===== config.mk =====
export PLATFORM = sky130hd
export DESIGN_NAME = hub75_rx
export DESIGN_NICKNAME = d
export VERILOG_FILES = /design/src/rtl/hub75_rx.sv
export SDC_FILE = /design/constraint.sdc
export NUM_CORES = 1
export LEC_CHECK = 0
export CAP_MARGIN = 15
export CORE_MARGIN = 1.5
export CORE_UTILIZATION = 25
export DETAILED_ROUTE_END_ITERATION = 10
export GPL_TIMING_DRIVEN = 0
export PLACE_DENSITY_LB_ADDON = 0.3
export SLEW_MARGIN = 15
export SYNTH_ARGS = -nofsm -noshare
export SYNTH_HDL_FRONTEND = slang
export SYNTH_SLANG_ARGS = --single-unit
export TNS_END_PERCENT = 50

===== constraint.sdc =====
create_clock -name CLOCK -period 3.9 [get_ports CLOCK]
set_input_delay 0.975 -clock CLOCK [delete_from_list [all_inputs] [get_ports CLOCK]]
set_output_delay 0.975 -clock CLOCK [all_outputs]
set_load 0.01 [all_outputs]

===== src/rtl/hub75_rx.sv =====
// hub75_rx: HUB75 panel-input receiver. Synchronizes the panel bus into the
// system clock domain, rebuilds each latched row pair from the shift stream
// and drains it as a valid/ready pixel stream (upper row, then lower row).
// Optional build macro: HUB75_RX_ERROR_CHECK_EN enables LENGTH_ERR/OVERRUN.
module hub75_rx #(
    parameter  int unsigned COLS     = 32,
    parameter  int unsigned ROWS     = 16,
    localparam int unsigned ROW_BITS = $clog2(ROWS),
    localparam int unsigned COL_BITS = $clog2(COLS)
) (
    input  logic                CLOCK,
    input  logic                RESET_N,
    input  logic                LP_CLOCK,
    input  logic                LP_LATCH,
    input  logic                LP_BLANK,
    input  logic [2:0]          LP_RGB_0,
    input  logic [2:0]          LP_RGB_1,
    input  logic [4:0]          LP_ADDRESS,
    output logic                PIX_VALID,
    input  logic                PIX_READY,
    output logic [ROW_BITS-1:0] PIX_ROW,
    output logic [COL_BITS-1:0] PIX_COL,
    output logic [2:0]          PIX_RGB,
    output logic                LINE_DONE,
    output logic                LENGTH_ERR,
    output logic                OVERRUN
);

    localparam int unsigned HALF_ROWS    = ROWS / 2;
    localparam int unsigned ADDRESS_BITS = (HALF_ROWS > 1) ? $clog2(HALF_ROWS) : 1;
    localparam int unsigned SR_W         = COLS * 3;
    localparam int unsigned IDX_BITS     = $clog2(SR_W);
    localparam int unsigned CNT_BITS     = $clog2(COLS + 2);
    localparam int unsigned SYNC_W       = 9 + ADDRESS_BITS;
    // Bus order {clock, latch, blank, rgb0, rgb1, addr}; blank idles high.
    localparam logic [SYNC_W-1:0] SYNC_RST = {3'b001, {(6 + ADDRESS_BITS){1'b0}}};

    typedef enum logic {S_IDLE, S_DRAIN} state_t;

    logic [SYNC_W-1:0]       r_sync1, r_sync2;
    logic                    r_prev_clk, r_prev_latch, r_prev_blank;
    logic [SR_W-1:0]         r_sr0, r_sr1, r_pend0, r_pend1, r_drain0, r_drain1;
    logic [CNT_BITS-1:0]     r_cnt;
    logic                    r_pending;
    state_t                  r_state;
    logic [ADDRESS_BITS-1:0] r_row_a;
    logic                    r_half;
    logic                    r_valid;
    logic [ROW_BITS-1:0]     r_row;
    logic [COL_BITS-1:0]     r_col;
    logic [2:0]              r_rgb;
    logic                    r_line_done;

    logic                    w_s_clk, w_s_latch, w_s_blank;
    logic [2:0]              w_s_rgb0, w_s_rgb1;
    logic [ADDRESS_BITS-1:0] w_s_addr;
    logic                    w_shift, w_latch, w_unblank;
    logic [SR_W-1:0]         w_sr0_next, w_sr1_next;
    logic [CNT_BITS-1:0]     w_cnt_next;
    logic                    w_start, w_drop, w_accept;
    logic [COL_BITS-1:0]     w_col_inc;
    logic [IDX_BITS-1:0]     w_base;

    // Upper address bits are not part of the row index.
    if (ADDRESS_BITS < 5) begin : g_addr_unused
        logic w_addr_unused;
        assign w_addr_unused = ^LP_ADDRESS[4:ADDRESS_BITS];
    end

    // Two-flop synchronizer shared by strobes and data so both see equal delay.
    always_ff @(posedge CLOCK or negedge RESET_N) begin
        if (!RESET_N) begin
            r_sync1 <= SYNC_RST;
            r_sync2 <= SYNC_RST;
        end else begin
            r_sync1 <= {LP_CLOCK, LP_LATCH, LP_BLANK, LP_RGB_0, LP_RGB_1,
                        LP_ADDRESS[ADDRESS_BITS-1:0]};
            r_sync2 <= r_sync1;
        end
    end

    assign w_s_clk   = r_sync2[SYNC_W-1];
    assign w_s_latch = r_sync2[SYNC_W-2];
    assign w_s_blank = r_sync2[SYNC_W-3];
    assign w_s_rgb0  = r_sync2[ADDRESS_BITS+3 +: 3];
    assign w_s_rgb1  = r_sync2[ADDRESS_BITS +: 3];
    assign w_s_addr  = r_sync2[ADDRESS_BITS-1:0];

    // Previous synchronized strobe levels for edge detection.
    always_ff @(posedge CLOCK or negedge RESET_N) begin
        if (!RESET_N) begin
            r_prev_clk   <= 1'b0;
            r_prev_latch <= 1'b0;
            r_prev_blank <= 1'b1;
        end else begin
            r_prev_clk   <= w_s_clk;
            r_prev_latch <= w_s_latch;
            r_prev_blank <= w_s_blank;
        end
    end

    assign w_shift   = w_s_clk & ~r_prev_clk;
    assign w_latch   = w_s_latch & ~r_prev_latch;
    assign w_unblank = ~w_s_blank & r_prev_blank;

    // Newest bit enters column 0, so the first bit of a row ends at COLS-1.
    assign w_sr0_next = w_shift ? {r_sr0[SR_W-4:0], w_s_rgb0} : r_sr0;
    assign w_sr1_next = w_shift ? {r_sr1[SR_W-4:0], w_s_rgb1} : r_sr1;
    assign w_cnt_next = (w_shift && (r_cnt != CNT_BITS'(COLS + 1)))
                        ? r_cnt + CNT_BITS'(1) : r_cnt;

    assign w_start = w_unblank & r_pending & (r_state == S_IDLE);
    assign w_drop  = w_unblank & r_pending & (r_state == S_DRAIN);

`ifdef HUB75_RX_ERROR_CHECK_EN
    logic w_len_ok;
    logic r_length_err, r_overrun;

    // Count includes a shift landing in the same cycle as the latch.
    assign w_len_ok = (w_cnt_next == CNT_BITS'(COLS));
    assign w_accept = w_latch & w_len_ok;

    // Sticky error flags, cleared only by reset.
    always_ff @(posedge CLOCK or negedge RESET_N) begin
        if (!RESET_N) begin
            r_length_err <= 1'b0;
            r_overrun    <= 1'b0;
        end else begin
            if (w_latch && !w_len_ok) r_length_err <= 1'b1;
            if (w_drop)               r_overrun    <= 1'b1;
        end
    end

    assign LENGTH_ERR = r_length_err;
    assign OVERRUN    = r_overrun;
`else
    assign w_accept   = w_latch;
    assign LENGTH_ERR = 1'b0;
    assign OVERRUN    = 1'b0;
`endif

    // Shift capture, shift count and pending row buffer.
    always_ff @(posedge CLOCK or negedge RESET_N) begin
        if (!RESET_N) begin
            r_sr0     <= '0;
            r_sr1     <= '0;
            r_pend0   <= '0;
            r_pend1   <= '0;
            r_cnt     <= '0;
            r_pending <= 1'b0;
        end else begin
            r_sr0 <= w_sr0_next;
            r_sr1 <= w_sr1_next;
            r_cnt <= w_latch ? '0 : w_cnt_next;
            if (w_start || w_drop) r_pending <= 1'b0;
            if (w_accept) begin
                r_pending <= 1'b1;
                r_pend0   <= w_sr0_next;
                r_pend1   <= w_sr1_next;
            end
        end
    end

    assign w_col_inc = r_col + COL_BITS'(1);
    assign w_base    = IDX_BITS'(w_col_inc) * IDX_BITS'(3);

    // Drain FSM: presents 2*COLS beats with valid/ready, then pulses LINE_DONE.
    always_ff @(posedge CLOCK or negedge RESET_N) begin
        if (!RESET_N) begin
            r_state     <= S_IDLE;
            r_row_a     <= '0;
            r_drain0    <= '0;
            r_drain1    <= '0;
            r_half      <= 1'b0;
            r_valid     <= 1'b0;
            r_row       <= '0;
            r_col       <= '0;
            r_rgb       <= '0;
            r_line_done <= 1'b0;
        end else begin
            r_line_done <= 1'b0;
            case (r_state)
                S_IDLE: begin
                    if (w_start) begin
                        r_state  <= S_DRAIN;
                        r_row_a  <= w_s_addr;
                        r_drain0 <= r_pend0;
                        r_drain1 <= r_pend1;
                    end
                end
                S_DRAIN: begin
                    if (!r_valid) begin
                        r_valid <= 1'b1;
                        r_half  <= 1'b0;
                        r_col   <= '0;
                        r_row   <= ROW_BITS'(r_row_a);
                        r_rgb   <= r_drain0[2:0];
                    end else if (PIX_READY) begin
                        if (r_col == COL_BITS'(COLS - 1)) begin
                            if (r_half) begin
                                r_valid     <= 1'b0;
                                r_line_done <= 1'b1;
                                r_state     <= S_IDLE;
                            end else begin
                                r_half <= 1'b1;
                                r_col  <= '0;
                                r_row  <= ROW_BITS'(r_row_a) + ROW_BITS'(HALF_ROWS);
                                r_rgb  <= r_drain1[2:0];
                            end
                        end else begin
                            r_col <= w_col_inc;
                            r_rgb <= r_half ? r_drain1[w_base +: 3] : r_drain0[w_base +: 3];
                        end
                    end
                end
            endcase
        end
    end

    assign PIX_VALID = r_valid;
    assign PIX_ROW   = r_row;
    assign PIX_COL   = r_col;
    assign PIX_RGB   = r_rgb;
    assign LINE_DONE = r_line_done;

endmodule


==> results of run 1 <==
==> cell usage after synthesis, drive strengths merged, types with 2 or more instances <==
cell type / instances
and2: 3
o21ai: 8
nand4: 2
buf: 71
or2: 2
ha: 2
a22o: 2
xnor2: 2
nor2: 11
nor2b: 2
nand2: 42
nand3: 14
dfstp: 3
mux4: 45
a41o: 2
and3: 3
a31oi: 6
mux2i: 8
a32oi: 5
mux2: 585
nand2b: 2
xor2: 2
dfrtp: 620
clkbuf: 14
inv: 3
a2bb2oi: 3
a21oi: 8
==> power by group <==
group / switching, mW / internal, mW / total, mW
logic: 0.969 / 1.03 / 2.00
clock network: 2.53 / 3.87 / 6.40
registers: 0.569 / 7.39 / 7.96
==> state kept, by name, indices dropped and copies added (netlist names), 3 cells and up <==
| register | cells |
|---|---|
| r_pend1 | 96 |
| PIX_ROW | 4 |
| r_sr0 | 96 |
| r_sync2 | 12 |
| r_sync1 | 12 |
| r_drain1 | 96 |
| r_row_a | 3 |
| PIX_COL | 5 |
| r_drain0 | 96 |
| PIX_RGB | 3 |
| r_sr1 | 96 |
| r_pend0 | 96 |
==> kinds of logic (layout without fill, tap and decap cells) <==
family | Yosys count | count (layout) | share of synthesized area, %
adders and majority gates | 2 | 2 | 0.102
muxes | 638 | 638 | 31.5
xor gates and xnor gates | 4 | 4 | 0.174
AOI/OAI and AO/OA | 40 | 40 | 1.13
buffers and inverters | 89 | 242 | 1.83
DFF | 623 | 623 | 63.7
other | 1 | 4 | 0.0153
and+or+nand+nor | 83 | 83 | 1.54
==> path summary, 6_finish.rpt <==
check	to	slack, ns	from
worst max-delay path	r_drain0[91]$_DFFE_PN0P_	1.0	r_state$_DFF_PN0_
worst min-delay path	r_sync2[4]$_DFF_PN0_	0.35	r_sync1[4]$_DFF_PN0_
worst max register to register	r_drain0[91]$_DFFE_PN0P_	1.0	r_state$_DFF_PN0_
worst min register to register	r_sync2[4]$_DFF_PN0_	0.35	r_sync1[4]$_DFF_PN0_
max in group asynchronous	r_drain0[67]$_DFFE_PN0P_	1.61	RESET_N
min in group asynchronous	r_sync1[3]$_DFF_PN0_	0.43	RESET_N
==> area by class of cell <==
type / instances / area, µm² / area share (%)
Inverter: 4 / 15.0 / 0.0522
Sequential cell: 623 / 15600 / 54.2
Timing Repair Buffer: 34 / 450 / 1.57
Tap cell: 1276 / 1600 / 5.55
Clock buffer: 103 / 2040 / 7.11
Buffer: 85 / 435 / 1.51
Clock inverter: 16 / 191 / 0.666
Antenna cell: 2 / 5.00 / 0.0174
Multi-Input combinational cell: 769 / 8430 / 29.3
==> stage by stage <==
| stage | std cells | setup slack, ns |
|---|---|---|
| 4_1_cts | 2910 | 0.875 |
| 3_3_place_gp | 2785 | -25.32 |
| 3_5_place_dp | 2791 | 0.886 |
| 2_1_floorplan | 1481 | 1.91 |
| 5_1_grt | 2910 | 0.824 |
| 6_report | 2912 | 0.996 |
==> per-layer routing <==
layer	part of all wire [%]	up-vias	track usage, %
li1	-	5557	-
met1	48	6585	15.5
met2	46	156	17.4
met3	3.5	73	1.54
met4	2.4	0	3.77
met5	0	-	0
==> worst max-delay path, stage by stage, from the launching register on <==
cell,delay [ns]
dfrtp_1,0.36
clkbuf_1,0.20
nor4b_2,0.92
buf_2,0.55
buf_2,0.37
mux2_2,0.37
==> impl_results.md, run 1 <==
* Core outline area at 96,900 µm²
* CP Launch Type: register
* Pin count of the biggest net entering global routing at 109
* Status: finished, violations left
* CTS Buffer Depth at 3
* Final worst-path cycle share at 74.5%
* Final antenna-violating net count at 0
* Ranking of synthesized cells by area: dfrtp_1, mux2_2, mux4_2
* Cts bufs inserted at 66
* FF-to-FF path depth at 5
* CP Data Arrival Time at around 3.4 ns
* GP Congestion at between 0.7 and 0.8
* H-Tree Depth at 3
* Worst-margin pin slew at 1.06 ns
* WHS Path Cells at 0
* Critical path peak fanout at 10
* CTS tree: yes
* Final Core Density at between 20 and 30%
* Pins Over Slew Limit at 0
* Post_cts resized at 0
* # IOs at 33
* Mapped cell area at 24,500 µm²
* Synth async-reset ratio at 100%
* Static Leak at 13.5 nW
* Fin Clk Skew at 0.0217 ns
* Clock slew at reported path FFs at about 0.06 ns
* PortBufs at 28
* Minimum clock period after layout at 2.90 ns
* Synthesized flop and latch total at between 600 and 700
* Fin area at 28,800 µm²
* Yosys top cell by area: dfrtp_1
* Vias in the first global route at 13,600
* Setup Viol. Count Final at 0
* Worst skew pair latency at 0.60 ns
* Commonest non-fill, non-tap cell in the layout: dfrtp_1
* Global route overflow at 0
* Fin Setup TNS at 0 ns
* DIE AREA at 99,700 µm²
* Hold/Removal Path Class: register to register
* Post-synthesis cell type count at 42
* Via Count at 12,400
* Slew HR at 29.0%
* Yosys top cell area share at 63.4%
* Fin. Hold Viols at 0
* Power Density at 569 nW/µm²
* Starting Density at approximately a quarter
* Unrepaired setup endpoints after global routing: false
* Wirelength, routed at 52.7 mm
* Post-synth top flop: dfrtp_1
* Row cnt at 114
* Chip width at 316 µm
* WHS at around 0.35 ns
* Pwr Total at 16.4 mW
* F_max at around 340 MHz
* Failing checks: design-rule violations
* Yosys warns at 0
* Wire length of the first global-routing pass at 84.7 mm
* Max IR drop VDD at 0.291 mV
* Critical Path RT at between 4 and 5 ns
* Area Growth Syn to Fin at 17.6%
* Initial antenna violation count at 1
* Most frequent cells in the layout: dfrtp_1, mux2_2, clkbuf_16
* Root Driver: clkbuf_16
* GRT Total Usage at 11.0%
* Placed inst area at 26,500 µm²
* Die Ht at 316 µm
* Dpl hpwl at roughly 36 mm
* Layout Nets at 1,602
* Mapped Cells at 1,480
* DRC violations left at 1
* Number of synthesized flops with an enable pin at 0
* Total clock sinks at 623
* Initial DRC Count at 488
* Number of max-cap violations at 0
* CTS Hold Bufs at 0
* Sequential element share of the synthesized area at 63.7%
* Post-DR vias/cell at 4.25
* Setup Fix Bufs, Post-CTS at 0
* Share of layout cells above drive strength 1 at between 40% and 50%
* First-pass iteration count of the detailed router at 7
* Drt wl/cell at 18.1 µm
* CP endpoint kind: register
* Fillers at ~9,500
* Critical path class: register to register
* Synth Area per Inst at 16.5 µm²
(Power assumes the default switching activity.)
==> run 2, diff against run 1 <==
- clock period: 3.9 -> 2.4 ns (I/O delays scaled with it)
==> impl_results.md, run 2 (synthesis gave the netlist of run 1 again) <==
* First-pass iteration count of the detailed router at 8
* Share of layout cells above drive strength 1 at around half
* H-Tree Depth at 3
* Minimum clock period after layout at roughly 2.3 ns
* CTS tree: yes
* R2R Path End: r_pend0[89]$_DFFE_PN0P_
* Via Count at 12,400
* Initial DRC Count at 514
* Fin Setup TNS at 0 ns
* CP max stage cell: clkdlybuf4s50_1
* Total clock sinks at 623
* Setup ws final at 0.0868 ns
* Pint at around 20 mW
* Crit path max-delay family: buffers and inverters
* CP max stage delay at approximately 0.60 ns
* NetSw at about 6.6 mW
* Initial antenna violation count at 0
* Unrepaired setup endpoints after global routing: false
* FF-to-FF Start: r_sync2[10]$_DFF_PN0_
* Worst-margin pin slew at 0.739 ns
* Row cnt at between 100 and 150
* Clock slew at reported path FFs at 0.06 ns
* Chip width at 316 µm
* Clk network pwr share at 38.9%
* Max IR drop VDD at 0.473 mV
* Fin. Hold Viols at 0
* F_max at ~430 MHz
* GRT Total Usage at 11.0%
* Setup Viol. Count Final at 0
* Hold/Removal Path Class: input pin to asynchronous set/reset pin
* Post-DR vias/cell at 4.27
* Area Growth Syn to Fin at 18.1%
* Layout Nets at 1,605
* Worst skew pair latency at 0.60 ns
* Wirelength, routed at 52.8 mm
* Final antenna-violating net count at 0
* Cts bufs inserted at 66
* Dpl hpwl at 36.2 mm
* Vias in the first global route at roughly 14,000
* Slew HR at between 50% and 60%
* Critical path peak fanout at 3
* Critical path class: register to output port
* Placed Cells at 2,791
* Wire length of the first global-routing pass at 84.7 mm
* Sequential fraction of design power at between 40% and 50%
* Starting Density at 25.3%
* PortBufs at 28
* Global route overflow at 0
* CP Data Arrival Time at 1.71 ns
* Switching Share at 24.9%
* Non-filler cells, final at about 2,900
* CP cell instances: clkdlybuf4s50_1
* Final Core Density at 29.8%
* Pwr Total at between 20 and 30 mW
* Fin area at 28,900 µm²
* WHS at approximately 0.056 ns
* Core outline area at 96,900 µm²
* Static Leak at roughly 14 nW
* Drt wl/cell at roughly 18 µm
* GP Congestion at 0.771
* Power Density at 924 nW/µm²
* DIE AREA at 99,700 µm²
* CP endpoint kind: output port
* Pin count of the biggest net entering global routing at 109
* # IOs at 33
* Buf/Inv on CP at 1
* CTS Hold Bufs at 0
* Die Ht at 316 µm
* CTS Buffer Depth at 3
* FF-to-FF path depth at 4
* Root Driver: clkbuf_16
* Failing checks: design-rule violations
* Pre-CTS worst setup slack at -0.614 ns
* Most frequent cells in the layout: dfrtp_1, mux2_2, clkbuf_16
* N_diodes at 0
* Combinational power share at 12.6%
* CP Launch Type: register
* R2R setup slack at 0.12 ns
* Final worst-path cycle share at 96.4%
* Commonest non-fill, non-tap cell in the layout: dfrtp_1
* Critical Path RT at 1.80 ns
* Fin Clk Skew at 0.0214 ns
* Fillers at 9,526
* Pins Over Slew Limit at 0
* Placed inst area at ~27,000 µm²
* DRC violations left at 1
* Status: finished, violations left
* Number of max-cap violations at 0
run 2: changes by cell type in the layout (fill, tap and decap cells not counted), sizes merged:
cell | before | now
dlymetal6s2s | 0 | 1
clkdlybuf4s50 | 27 | 26
buf | 78 | 81
diode | 2 | 0
run 2: power by group through the flow:
stage	Sequential [mW]	Clock, mW	Combinational [mW]
after global placement	13.2	0	3.18
after global routing	13.1	11.2	3.68
final	12.9	10.4	3.35
after CTS	13.0	10.8	3.41
after detailed placement	13.1	0	3.31
after floorplan	12.7	0	2.30
run 2: final cells by class:
type                            count  area [µm²]  share of cell area (%)
Inverter                            4        15.0                  0.0520
Tap cell                         1276        1600                    5.53
Timing Repair Buffer               37         488                    1.69
Multi-Input combinational cell    769        8480                    29.3
Clock buffer                      103        2040                    7.08
Buffer                             85         472                    1.63
Sequential cell                   623       15600                    54.0
Clock inverter                     16         191                   0.663
run 2: per-layer routing:
layer | routed length (µm) | share of wire (%) | global-route usage (%)
met2 | 24500 | 46 | 17.3
met4 | 1290 | 2.4 | 3.85
met1 | 25400 | 48 | 15.5
met5 | 0 | 0 | 0
met3 | 1600 | 3.0 | 1.61
run 2: worst register-to-register path, cell delays in order, from the launching register on:
cell	delay [ns]
dfrtp_1	0.38
nand2b_1	0.21
clkbuf_2	0.55
clkbuf_1	0.62
mux2_2	0.42
run 2: timing repair:
item | 4_1_cts | 5_1_grt
resized for setup | 20 | 8
hold endpoints to repair | 0 | 0
endpoints found under the setup margin | 425 | 6
pin swaps | 1 | 0
buffers inserted | 3 | 0
run 2: how the worst max path moves through the flow:
stage / depth (start not counted) / slack, ns / start / end
global route: 5 / 0.0004 / r_sync2[11]$_DFF_PN0_ / r_pend1[18]$_DFFE_PN0P_
floorplan: 7 / 0.41 / PIX_COL[1]$_DFFE_PN0P_ / PIX_RGB[1]$_DFFE_PN0P_
detailed placement: 5 / -0.61 / r_state$_DFF_PN0_ / r_drain0[70]$_DFFE_PN0P_
CTS: 5 / -0.004 / r_prev_clk$_DFF_PN0_ / r_pend1[0]$_DFFE_PN0P_
global placement: 1 / -26.44 / RESET_N / r_drain0[94]$_DFFE_PN0P_
finish: 1 / 0.09 / PIX_COL[4]$_DFFE_PN0P_ / PIX_COL[4]
==> run 3, diff against run 2 <==
- CORE_MARGIN: 1.5 -> 2
==> impl_results.md, run 3 (synthesis gave the netlist of run 1 again) <==
* Post-DR vias/cell at 4.25
* DRC violations left at 0
* Placed Cells at about 2,800
* Vias in the first global route at 13,500
* Placed inst area at 26,500 µm²
* Final antenna-violating net count at 0
* Unrepaired setup endpoints after global routing: true
* Number of max-cap violations at 0
* CP Data Arrival Time at ~2.8 ns
* Fin Setup TNS at 0 ns
* Starting Density at 25.3%
* CP cell instances: buf_4, buf_6, buf_4, mux4_2, mux2i_2, a2bb2oi_1, nand3_1, a31oi_1
* CP max stage delay at about 0.44 ns
* Sequential fraction of design power at 49.2%
* Clk network pwr share at 37.9%
* DIE AREA at about 100,000 µm²
* Switching Share at 25.1%
* Critical path peak fanout at 10
* Row cnt at around 110
* Hold/Removal Path Class: register to register
* Chip width at between 300 and 400 µm
* Critical Path RT at 2.88 ns
* CTS Buffer Depth at 3
* Setup Viol. Count Final at 0
* Area Growth Syn to Fin at 17.8%
* Clock slew at reported path FFs at 0.07 ns
* Power Density at slightly above 900 nW/µm²
* CP Launch Type: register
* Slew HR at 52.0%
* Worst skew pair latency at 0.63 ns
* NetSw at 6.59 mW
* Global route overflow at 0
* Most used cell, CP: buf_4
* Core outline area at just under 100,000 µm²
* PortBufs at 28
* Die Ht at 317 µm
* Crit path max-delay family: buffers and inverters
* Fin area at 28,800 µm²
* Pin count of the biggest net entering global routing at 109
* Max IR drop VDD at 0.594 mV
* Non-filler cells, final at 2,914
* Buf/Inv on CP at 3
* Fin Clk Skew at 0.0147 ns
* Initial DRC Count at 602
* First-pass iteration count of the detailed router at 4
* Pint at 19.7 mW
* Pwr Total at 26.3 mW
* H-Tree Depth at 2
* Combinational power share at 12.8%
* Total clock sinks at between 600 and 700
* GP Congestion at approximately 0.76
* Via Count at 12,400
* F_max at about 420 MHz
* Share of layout cells above drive strength 1 at 50.2%
* Layout Nets at 1,603
* Root Driver: clkbuf_16
* CP endpoint kind: register
* Wirelength, routed at 53.1 mm
* Initial antenna violation count at 2
* Static Leak at between 10 and 15 nW
* GRT Total Usage at 10.8%
* Status: completed
* Worst-margin pin slew at between 0.7 and 0.8 ns
* Dpl hpwl at 36.1 mm
* Critical path class: register to register
* Cts bufs inserted at 61
* Fillers at 9,514
* Minimum clock period after layout at roughly 2.4 ns
* CTS tree: yes
* Final worst-path cycle share at ~98%
* # IOs at 33
* Wire length of the first global-routing pass at 83.6 mm
* Commonest non-fill, non-tap cell in the layout: dfrtp_1
* Fin. Hold Viols at 0
* Drt wl/cell at 18.2 µm
* CP max stage cell: dfrtp_2
* Most frequent cells in the layout: dfrtp_1, mux2_2, clkbuf_16
* Pins Over Slew Limit at 0
* Final Core Density at between 20% and 30%
[run 3: cell types whose count changed in the layout (fill, tap and decap cells not counted), moves of 2 or more]
cell,change
buf_2,-2
clkbuf_8,-4
buf_4,+2
clkinv_2,+6
clkbuf_16,-5
bufinv_16,+2
clkinvlp_4,+2
clkbuf_4,+2
[run 3: per-layer routing]
| layer | GRT usage [%] | vias to the layer above | share of wire [%] |
|---|---|---|---|
| met3 | 1.67 | 74 | 3.8 |
| li1 | - | 5558 | - |
| met4 | 3.17 | 0 | 2.4 |
| met2 | 17.3 | 141 | 47 |
| met1 | 15.2 | 6614 | 47 |
| met5 | 0 | - | 0 |
[run 3: area by class of cell]
class,instances,area [µm²],share of cell area [%]
sequential,623,15600,54.1
antenna,1,2.50,0.00868
clock inverter,23,272,0.942
buffer,85,473,1.64
inverter,4,18.8,0.0651
timing repair buffer,40,534,1.85
multi-input combinational,769,8490,29.4
tap,1276,1600,5.54
clock buffer,93,1840,6.38
[run 3: final timing paths]
path / startpoint / endpoint / slack, ns / cells past startpoint
hold reg to reg: r_sync1[2]$_DFF_PN0_ / r_sync2[2]$_DFF_PN0_ / 0.35 / 0
setup reg to reg: PIX_COL[0]$_DFFE_PN0P_ / PIX_RGB[1]$_DFFE_PN0P_ / 0.04 / 8
min in group asynchronous: RESET_N / r_sync1[3]$_DFF_PN0_ / 0.49 / 2
hold / removal: r_sync1[2]$_DFF_PN0_ / r_sync2[2]$_DFF_PN0_ / 0.35 / 0
setup / recovery: PIX_COL[0]$_DFFE_PN0P_ / PIX_RGB[1]$_DFFE_PN0P_ / 0.04 / 8
max in group asynchronous: RESET_N / PIX_RGB[1]$_DFFE_PN0P_ / 0.38 / 5
[run 3: power by group through the flow]
stage               logic [mW]  registers (mW)  clock network [mW]
finish                    3.38            12.9                9.97
CTS                       3.43            13.0                10.3
floorplan                 2.30            12.7                   0
global route              3.71            13.1                10.7
detailed placement        3.32            13.1                   0
global placement          3.18            13.2                   0
[run 3: what timing repair did]
item | CTS | global route
resized for setup | 23 | 12
hold endpoints to repair | 69 | 0
endpoints found under the setup margin | 415 | 120
pin swaps | 1 | 1
buffers inserted | 4 | 0
hold buffers | 1 | 0
gates cloned | 0 | 1
[run 3: per-stage QoR]
stage               hold WS [ns]  setup slack, ns
floorplan                  0.304            0.410
global placement           0.333           -26.37
detailed placement         0.336           -0.718
CTS                        0.346          -0.0280
global route               0.352          -0.0171
finish                     0.345           0.0449
==> RTL edit, RTL diff (flow settings as in run 1) <==
The parameter `ROWS` goes from 16 to 32.
--- a/src/rtl/hub75_rx.sv
+++ b/src/rtl/hub75_rx.sv
@@ -5,5 +5,5 @@
 module hub75_rx #(
     parameter  int unsigned COLS     = 32,
-    parameter  int unsigned ROWS     = 16,
+    parameter  int unsigned ROWS     = 32,
     localparam int unsigned ROW_BITS = $clog2(ROWS),
     localparam int unsigned COL_BITS = $clog2(COLS)
Interface: changed (resized PIX_ROW); port bits go from 33 to 34. No check against the original RTL was run, so the function may have changed too.
==> RTL edit against run 1 <==
Total power increased by 0.53%; die area increased by 0.44%; critical endpoint is now PIX_RGB[1]; count of clock-buffer cells in the layout decreased by 2; synthesized area up 0.44%; routed wire length rose by 1.9%; final area up 0.30%; via count up 1.3%; hold slack got worse by 0.054 ns; sequential cell count is 4 higher; worst setup slack got worse by 0.52 ns.
==> RTL edit: results (changes against run 1) <==
status:
  status: "finished, final reports clean"
place:
  post-place-ws_ns: 0.4676  # -0.4179 ns
  place.detailed.hpwl_um: 36910  # +1.9%
  gp_congestion: 0.8465  # +9.8%
grt:
  grt_max_degree: 108  # -0.92%
  use_met3_pct: 2.485  # +0.94 points
  use_met2_pct: 17.40  # +0.043 points
  use_met1_pct: 15.15  # -0.35 points
  grt_pass1_vias: 13700  # +0.53%
critical_path:
  crit_start: "PIX_COL[1]"
  arrival_ns: 3.89  # +0.51 ns
logic_synthesis:
  synth_area_leaders: "dfrtp_1 (64%), mux2_2 (27%), mux4_2 (3.8%)"
  synth-compound-area-share_pct: 1.181  # +0.051 points
  synthCells: 1484  # +0.27%
final_layout:
  nFillCells: 9650  # +1.1%
  nNetsFinal: 1611  # +0.56%
  final_cells: 2918  # +0.21%
  n_antenna_cell: 0  # -2
power_and_ir_drop:
  vdd_drop_max_mv: 0.2982  # +2.6%
  power.share.combinational_pct: 13.1  # +0.9 points
  power.leakage_nw: 13.52  # -0.20%
  power_mw: 16.45  # +0.53%
timing:
  fin_skew_ns: 0.02308  # +0.001363 ns
  whs_ns: 0.2917  # -0.05403 ns
  tightest_slew_ns: 1.157  # +0.1002 ns
  period_needed_ns: 3.420  # +0.5159 ns
drt:
  routed_wl_um: 53740  # +1.9%
  viasPerCell: 4.296  # +1.1%
  drt_iter0_drc: 744  # +52%
  wl_met3_um: 2390  # +28%
-- RTL edit: cell count changes in the layout (fill, tap and decap cells not counted), sizes merged, moves of 4 or more --
cell	before	now
a32oi	5	0
buf	78	46
clkbuf	117	147
dfrtp	620	624
inv	5	12
mux2	585	589
nand2	42	31
nand3	14	9
-- RTL edit: worst max-delay path, delay by kind of cell (launching register included) --
family          cells  cell delay, ns
simple gates        2            0.20
fa+ha+maj           1            0.30
xor+xnor            1            0.63
mux                 1            0.42
compound gates      2            0.49
flops               1            0.45
buf+inv             2            0.77
-- RTL edit: layout make-up --
cell class	instances	share of cell area, %
multi-input cells	766	29.37
clock buffers	101	6.927
clock inverters	20	0.7113
flip-flops and latches	627	54.40
repair buffers	36	1.631
inverters	7	0.09108
plain buffers	85	1.332
well taps	1276	5.534
-- RTL edit: cells by family after synthesis --
group / after synthesis
xor gates and xnor gates: 3
other: 1
AOI/OAI and AO/OA: 43
DFF: 627
and+or+nand+nor: 72
buffers and inverters: 92
adders and majority gates: 2
muxes: 644
